===== src/rtl/max7219_frame_sched.sv =====
// MAX7219 command scheduler: runs the power-up init sequence, then emits
// intensity updates and full digit frames as 16-bit words to a serial shifter.
module max7219_frame_sched #(
    parameter int         NUM_DIGITS  = 8,
    parameter logic [7:0] DECODE_MODE = 8'h00
) (
    input  logic        i_clk,
    input  logic        i_reset,
    input  logic        i_en,
    input  logic        i_update_stb,
    input  logic [3:0]  i_intensity,
    output logic [2:0]  o_digit_sel,
    input  logic [7:0]  i_digit_data,
    output logic [15:0] o_tx_word,
    output logic        o_tx_valid,
    input  logic        i_tx_ready,
    output logic        o_init_done,
    output logic        o_busy
);

    typedef enum logic [2:0] {S_INIT, S_IDLE, S_INTEN, S_FETCH, S_SEND} state_t;

    localparam logic [2:0] LAST_DIGIT = 3'(NUM_DIGITS - 1);
    localparam logic [2:0] LAST_INIT  = 3'd5;

    state_t      state_q, state_d;
    logic [2:0]  init_idx_q, init_idx_d;
    logic [2:0]  counter_q, counter_d;
    logic [15:0] tx_word_q, tx_word_d;
    logic        tx_valid_q, tx_valid_d;
    logic        pending_q, pending_d;
    logic [3:0]  shadow_q, shadow_d;
    logic        init_done_q, init_done_d;
    logic        accept;

    function automatic logic [15:0] init_word(input logic [2:0] idx, input logic [3:0] inten);
        case (idx)
            3'd0:    return 16'h0F00;
            3'd1:    return 16'h0C00;
            3'd2:    return {8'h09, DECODE_MODE};
            3'd3:    return {8'h0A, 4'h0, inten};
            3'd4:    return {8'h0B, 5'h00, LAST_DIGIT};
            default: return 16'h0C01;
        endcase
    endfunction

    assign accept = tx_valid_q && i_tx_ready;

    // NOTE: sequential state uses non-blocking assignments so every register
    // samples the pre-edge values computed by the combinational blocks.
    always_ff @(posedge i_clk) begin
        if (i_reset) begin
            state_q     <= S_INIT;
            init_idx_q  <= 3'd0;
            counter_q   <= 3'd0;
            tx_word_q   <= 16'h0000;
            tx_valid_q  <= 1'b0;
            pending_q   <= 1'b0;
            shadow_q    <= 4'h0;
            init_done_q <= 1'b0;
        end else begin
            state_q     <= state_d;
            init_idx_q  <= init_idx_d;
            counter_q   <= counter_d;
            tx_word_q   <= tx_word_d;
            tx_valid_q  <= tx_valid_d;
            pending_q   <= pending_d;
            shadow_q    <= shadow_d;
            init_done_q <= init_done_d;
        end
    end

    // NOTE: every combinational output gets a default first so no path infers a latch.
    always_comb begin
        state_d = state_q;
        case (state_q)
            S_INIT:  if (accept && init_idx_q == LAST_INIT) state_d = S_IDLE;
            S_IDLE: begin
                if (i_en) begin
                    if (i_intensity != shadow_q)          state_d = S_INTEN;
                    else if (pending_q || i_update_stb)   state_d = S_FETCH;
                end
            end
            S_INTEN: if (accept) state_d = S_IDLE;
            S_FETCH: state_d = S_SEND;
            S_SEND:  if (accept) state_d = (counter_q == LAST_DIGIT) ? S_IDLE : S_FETCH;
            default: state_d = S_INIT;
        endcase
    end

    always_comb begin
        init_idx_d  = init_idx_q;
        counter_d   = counter_q;
        tx_word_d   = tx_word_q;
        tx_valid_d  = tx_valid_q;
        pending_d   = pending_q || i_update_stb;
        shadow_d    = shadow_q;
        init_done_d = init_done_q;

        if (accept && tx_word_q[15:8] == 8'h0A) shadow_d = tx_word_q[3:0];

        case (state_q)
            S_INIT: begin
                if (!tx_valid_q) begin
                    tx_word_d  = init_word(init_idx_q, i_intensity);
                    tx_valid_d = 1'b1;
                end else if (accept) begin
                    if (init_idx_q == LAST_INIT) begin
                        tx_valid_d  = 1'b0;
                        init_done_d = 1'b1;
                    end else begin
                        // Next init word goes out back-to-back with the accepted one.
                        init_idx_d = init_idx_q + 3'd1;
                        tx_word_d  = init_word(init_idx_q + 3'd1, i_intensity);
                    end
                end
            end
            S_IDLE: begin
                if (state_d == S_INTEN) begin
                    tx_word_d  = {8'h0A, 4'h0, i_intensity};
                    tx_valid_d = 1'b1;
                end else if (state_d == S_FETCH) begin
                    pending_d = 1'b0;
                    counter_d = 3'd0;
                end
            end
            S_INTEN: if (accept) tx_valid_d = 1'b0;
            S_FETCH: begin
                tx_word_d  = {4'h0, {1'b0, counter_q} + 4'd1, i_digit_data};
                tx_valid_d = 1'b1;
            end
            S_SEND: begin
                if (accept) begin
                    tx_valid_d = 1'b0;
                    if (counter_q != LAST_DIGIT) counter_d = counter_q + 3'd1;
                end
            end
            default: ;
        endcase
    end

    always_comb begin
        o_busy      = (state_q != S_IDLE);
        o_digit_sel = counter_q;
        o_tx_word   = tx_word_q;
        o_tx_valid  = tx_valid_q;
        o_init_done = init_done_q;
    end

endmodule


===== config.mk =====
export PLATFORM = sky130hd
export DESIGN_NAME = max7219_frame_sched
export DESIGN_NICKNAME = d
export VERILOG_FILES = /design/src/rtl/max7219_frame_sched.sv
export SDC_FILE = /design/constraint.sdc
export NUM_CORES = 1
export LEC_CHECK = 0
export BUFFER_PORTS_ARGS = -buffer_cell sky130_fd_sc_hd__buf_4
export CAP_MARGIN = 40
export CORE_UTILIZATION = 47
export CTS_CLUSTER_DIAMETER = 100
export DETAILED_ROUTE_END_ITERATION = 16
export HOLD_SLACK_MARGIN = 0.12
export PLACE_DENSITY = 0.71
export SYNTH_ARGS = -nofsm -noshare
export SYNTH_HDL_FRONTEND = slang
export SYNTH_SLANG_ARGS = --single-unit

===== constraint.sdc =====
create_clock -name i_clk -period 3.08 [get_ports i_clk]
set_clock_uncertainty 0.2 [all_clocks]
set_input_delay 0.308 -clock i_clk [delete_from_list [all_inputs] [get_ports i_clk]]
set_output_delay 0.308 -clock i_clk [all_outputs]
set_load 0.01 [all_outputs]

==> qor.csv <==
metric;value;unit
status;finished clean;
die area;3950;sq um
Critical Path Sink Type;register;
commonest non-fill, non-tap cell in the layout;buf_4;
post-synthesis register bit count;28;
Core Footprint;3440;sq um
sw frac;24.8;%
hold_sp;i_reset;
max-slew violations;0;
WP data arrival;2.56;ns
FFs w/ async S/R, synth;0;%
max-capacitance violation count;0;
Worst slew margin;53.4;%
Pint;0.000614;W
Area growth, synth to finish;21.0;%
routing usage on met1;29.2;%
crit path kind;register to register;
DR vias/cell;5.54;
antenna diode count;0;
Yosys top cell area share;32.2;%
Max clock buf depth;2;
chip width;62.9;microns
Comb pwr share;16.7;%
pin count of the biggest net entering global routing;31;
met2 global-route usage;38.2;%
initial antenna violation count;0;
internal reg-to-reg setup slack;0.54;ns
number of global-route vias before repair;1493;
post-place setup slack;0.575;ns
Reg2Reg Depth;7;
crit-path max FO;11;
Worst-Skew Late Latency;0.28;ns
cts bufs inserted;3;
num ports;39;
Final ANT Viol Nets;0;
Min-Delay Path Class;primary input to register;
GRT Total Usage;22.4;%
first-pass GRT wire length;7.11;mm
VDD IR max;0.303;mV
Clock Pin Slew Worst Setup and Hold Paths;0.10;ns
RSZ-0062 raised after global routing;false;
worst r2r src;init_idx_q[2]$_SDFFE_PP0P_;
CTS tree;yes;
Worst-Margin Slew;0.697;ns
Die Y;62.9;microns
Net Sw Power;0.000202;W
GPL Wtd Cong;0.883;
cell taking the most area after synthesis;dfxtp_1;
WL final;4.12;mm
reg2reg end;o_tx_word[8]$_SDFFE_PP0P_;
DR iter-0 viols;89;
setup slack after layout;0.543;ns
post-synthesis cell area;1740;sq um
setup violators final;0;
sequential area share after synthesis;32.2;%
# rows;21;
CTS Sinks;28;
NumNets Final;266;
global routing's busiest layer;met2;
dpl hpwl;2.94;mm
H-tree depth;1;
TNS Setup;0;ns
Flop pwr share;47.6;%
GR met3 Demand/Resource;4.01;%
total grt overflow;0;
power density cells;387;nW/um^2
fillcell total;321;
Tmin final;2.54;ns
Hold Violations, Final;0;
Syn Area/Cell;8.37;sq um
number of enable flip-flop cells after synthesis;0;
fraction of layout cells with a size suffix above 1;19.2;%
Required @ worst endpoint;3.10;ns
post-synth cell types;47;
Synth area leaders;dfxtp_1 (32%), ha_1 (6.5%), nand2b_1 (6.1%);
Initial Util;50.6;%
hold path endpoint;shadow_q[0]$_SDFFE_PP0P_;
Worst setup SP type;register;
yosys warns;0;
period utilisation layout;82.4;%
DR vias;1579;
worst hold stages;2;
DRC viols;0;
DR pass1 iterations;4;
Syn Inst Count;208;
I/O Buffers;34;
P_leak;0.852;nW
DR WL/cell;14.5;microns
Clk pwr share;35.7;%
f_max;0.394;GHz
Root Buffer;clkbuf_8;
most frequent cells in the layout;buf_4 (36), dfxtp_1 (28), nor2_1 (25), nand2b_1 (17), nand2_1 (13);
Synth Flop Type;dfxtp_1;
-- metrics by stage --
step | cell area (sq um) | total power [W] | util [%] | cells | hold WS [ns]
5_1_grt | 2110 | 0.000854 | 61.3 | 285 | 0.207
6_report | 2110 | 0.000816 | 61.3 | 285 | 0.195
3_5_place_dp | 1990 | 0.000527 | 57.7 | 276 | 0.265
3_3_place_gp | 1990 | 0.000525 | 57.7 | 276 | 0.257
2_1_floorplan | 1750 | 0.000482 | - | 211 | 0.227
4_1_cts | 2110 | 0.000823 | 61.3 | 285 | 0.194
-- cells in the mapped netlist, drive strengths merged (2+ instances only) --
master	count
dfxtp	28
nor2	25
nand2b	17
a21oi	13
nand2	13
buf	11
a211oi	10
mux2i	10
ha	9
clkbuf	6
o21ai	6
a31oi	5
inv	5
nor3	5
nor2b	4
xor2	4
nand3	3
or4	3
a2111oi	2
a221oi	2
a311oi	2
nand3b	2
nor3b	2
nor4	2
o32a	2
-- power groups by stage --
stage	Combinational, W	Sequential [W]	Clock, W
floorplan	0.0000862	0.000395	0
global placement	0.000128	0.000397	0
detailed placement	0.000129	0.000397	0
CTS	0.000135	0.000389	0.000299
global route	0.000150	0.000392	0.000312
finish	0.000136	0.000389	0.000292
-- routing by layer --
layer	share of wire [%]	wire (microns)
met1	48	1990
met2	46	1900
met3	4.1	167
met4	1.3	55
met5	0	0
-- critical path, cell delays in order (launching register included) --
cell,delay (ns)
dfxtp_1,0.55
inv_1,0.15
ha_1,0.43
nor4b_1,0.20
or4_1,0.48
a221oi_1,0.25
mux2i_1,0.11
nor2_1,0.10
-- flip-flops by register name, indices dropped and copies added, names as in the netlist --
register and cells:
o_tx_word 12, shadow_q 4, init_idx_q 3, o_digit_sel 3, state_q 3, o_init_done 1
o_tx_valid 1, pending_q 1
-- how the worst max path moves through the flow --
stage,from,endpoint,cells after the start
floorplan,init_idx_q[0]$_SDFFE_PP0P_,o_tx_word[8]$_SDFFE_PP0P_,8
global placement,init_idx_q[2]$_SDFFE_PP0P_,o_tx_word[8]$_SDFFE_PP0P_,7
CTS,init_idx_q[2]$_SDFFE_PP0P_,o_tx_word[8]$_SDFFE_PP0P_,7
global route,init_idx_q[2]$_SDFFE_PP0P_,o_tx_word[2]$_SDFFE_PP0P_,7
finish,init_idx_q[2]$_SDFFE_PP0P_,o_tx_word[8]$_SDFFE_PP0P_,7
detailed placement,init_idx_q[2]$_SDFFE_PP0P_,o_tx_word[8]$_SDFFE_PP0P_,7
-- layout make-up --
| type | count | area (sq um) | share of cell area (%) |
|---|---|---|---|
| inverter | 5 | 18.8 | 0.890 |
| clock buffer | 3 | 41.3 | 1.96 |
| sequential | 28 | 561 | 26.6 |
| multi-input combinational | 161 | 1080 | 51.2 |
| timing repair buffer | 41 | 320 | 15.2 |
| clock inverter | 1 | 30.0 | 1.42 |
| tap | 46 | 57.6 | 2.73 |
-- what timing repair did --
item | 4_1_cts | 5_1_grt
hold buffers | 5 | 0
hold endpoints to repair | 6 | 0
setup buffers | 0 | 0
gates resized for setup | 0 | 0
-- logic make-up (layout without fill, tap and decap cells) --
group / Yosys count / in the layout / share of synthesized area, %
simple gates: 81 / 81 / 23.9
compound gates: 51 / 51 / 21.8
flops: 28 / 28 / 32.2
buf+inv: 22 / 50 / 6.47
mux: 11 / 11 / 6.39
fa+ha+maj: 9 / 9 / 6.47
xor+xnor: 5 / 5 / 2.51
other cells: 1 / 4 / 0.215
Power figures use the tool's default switching activity.
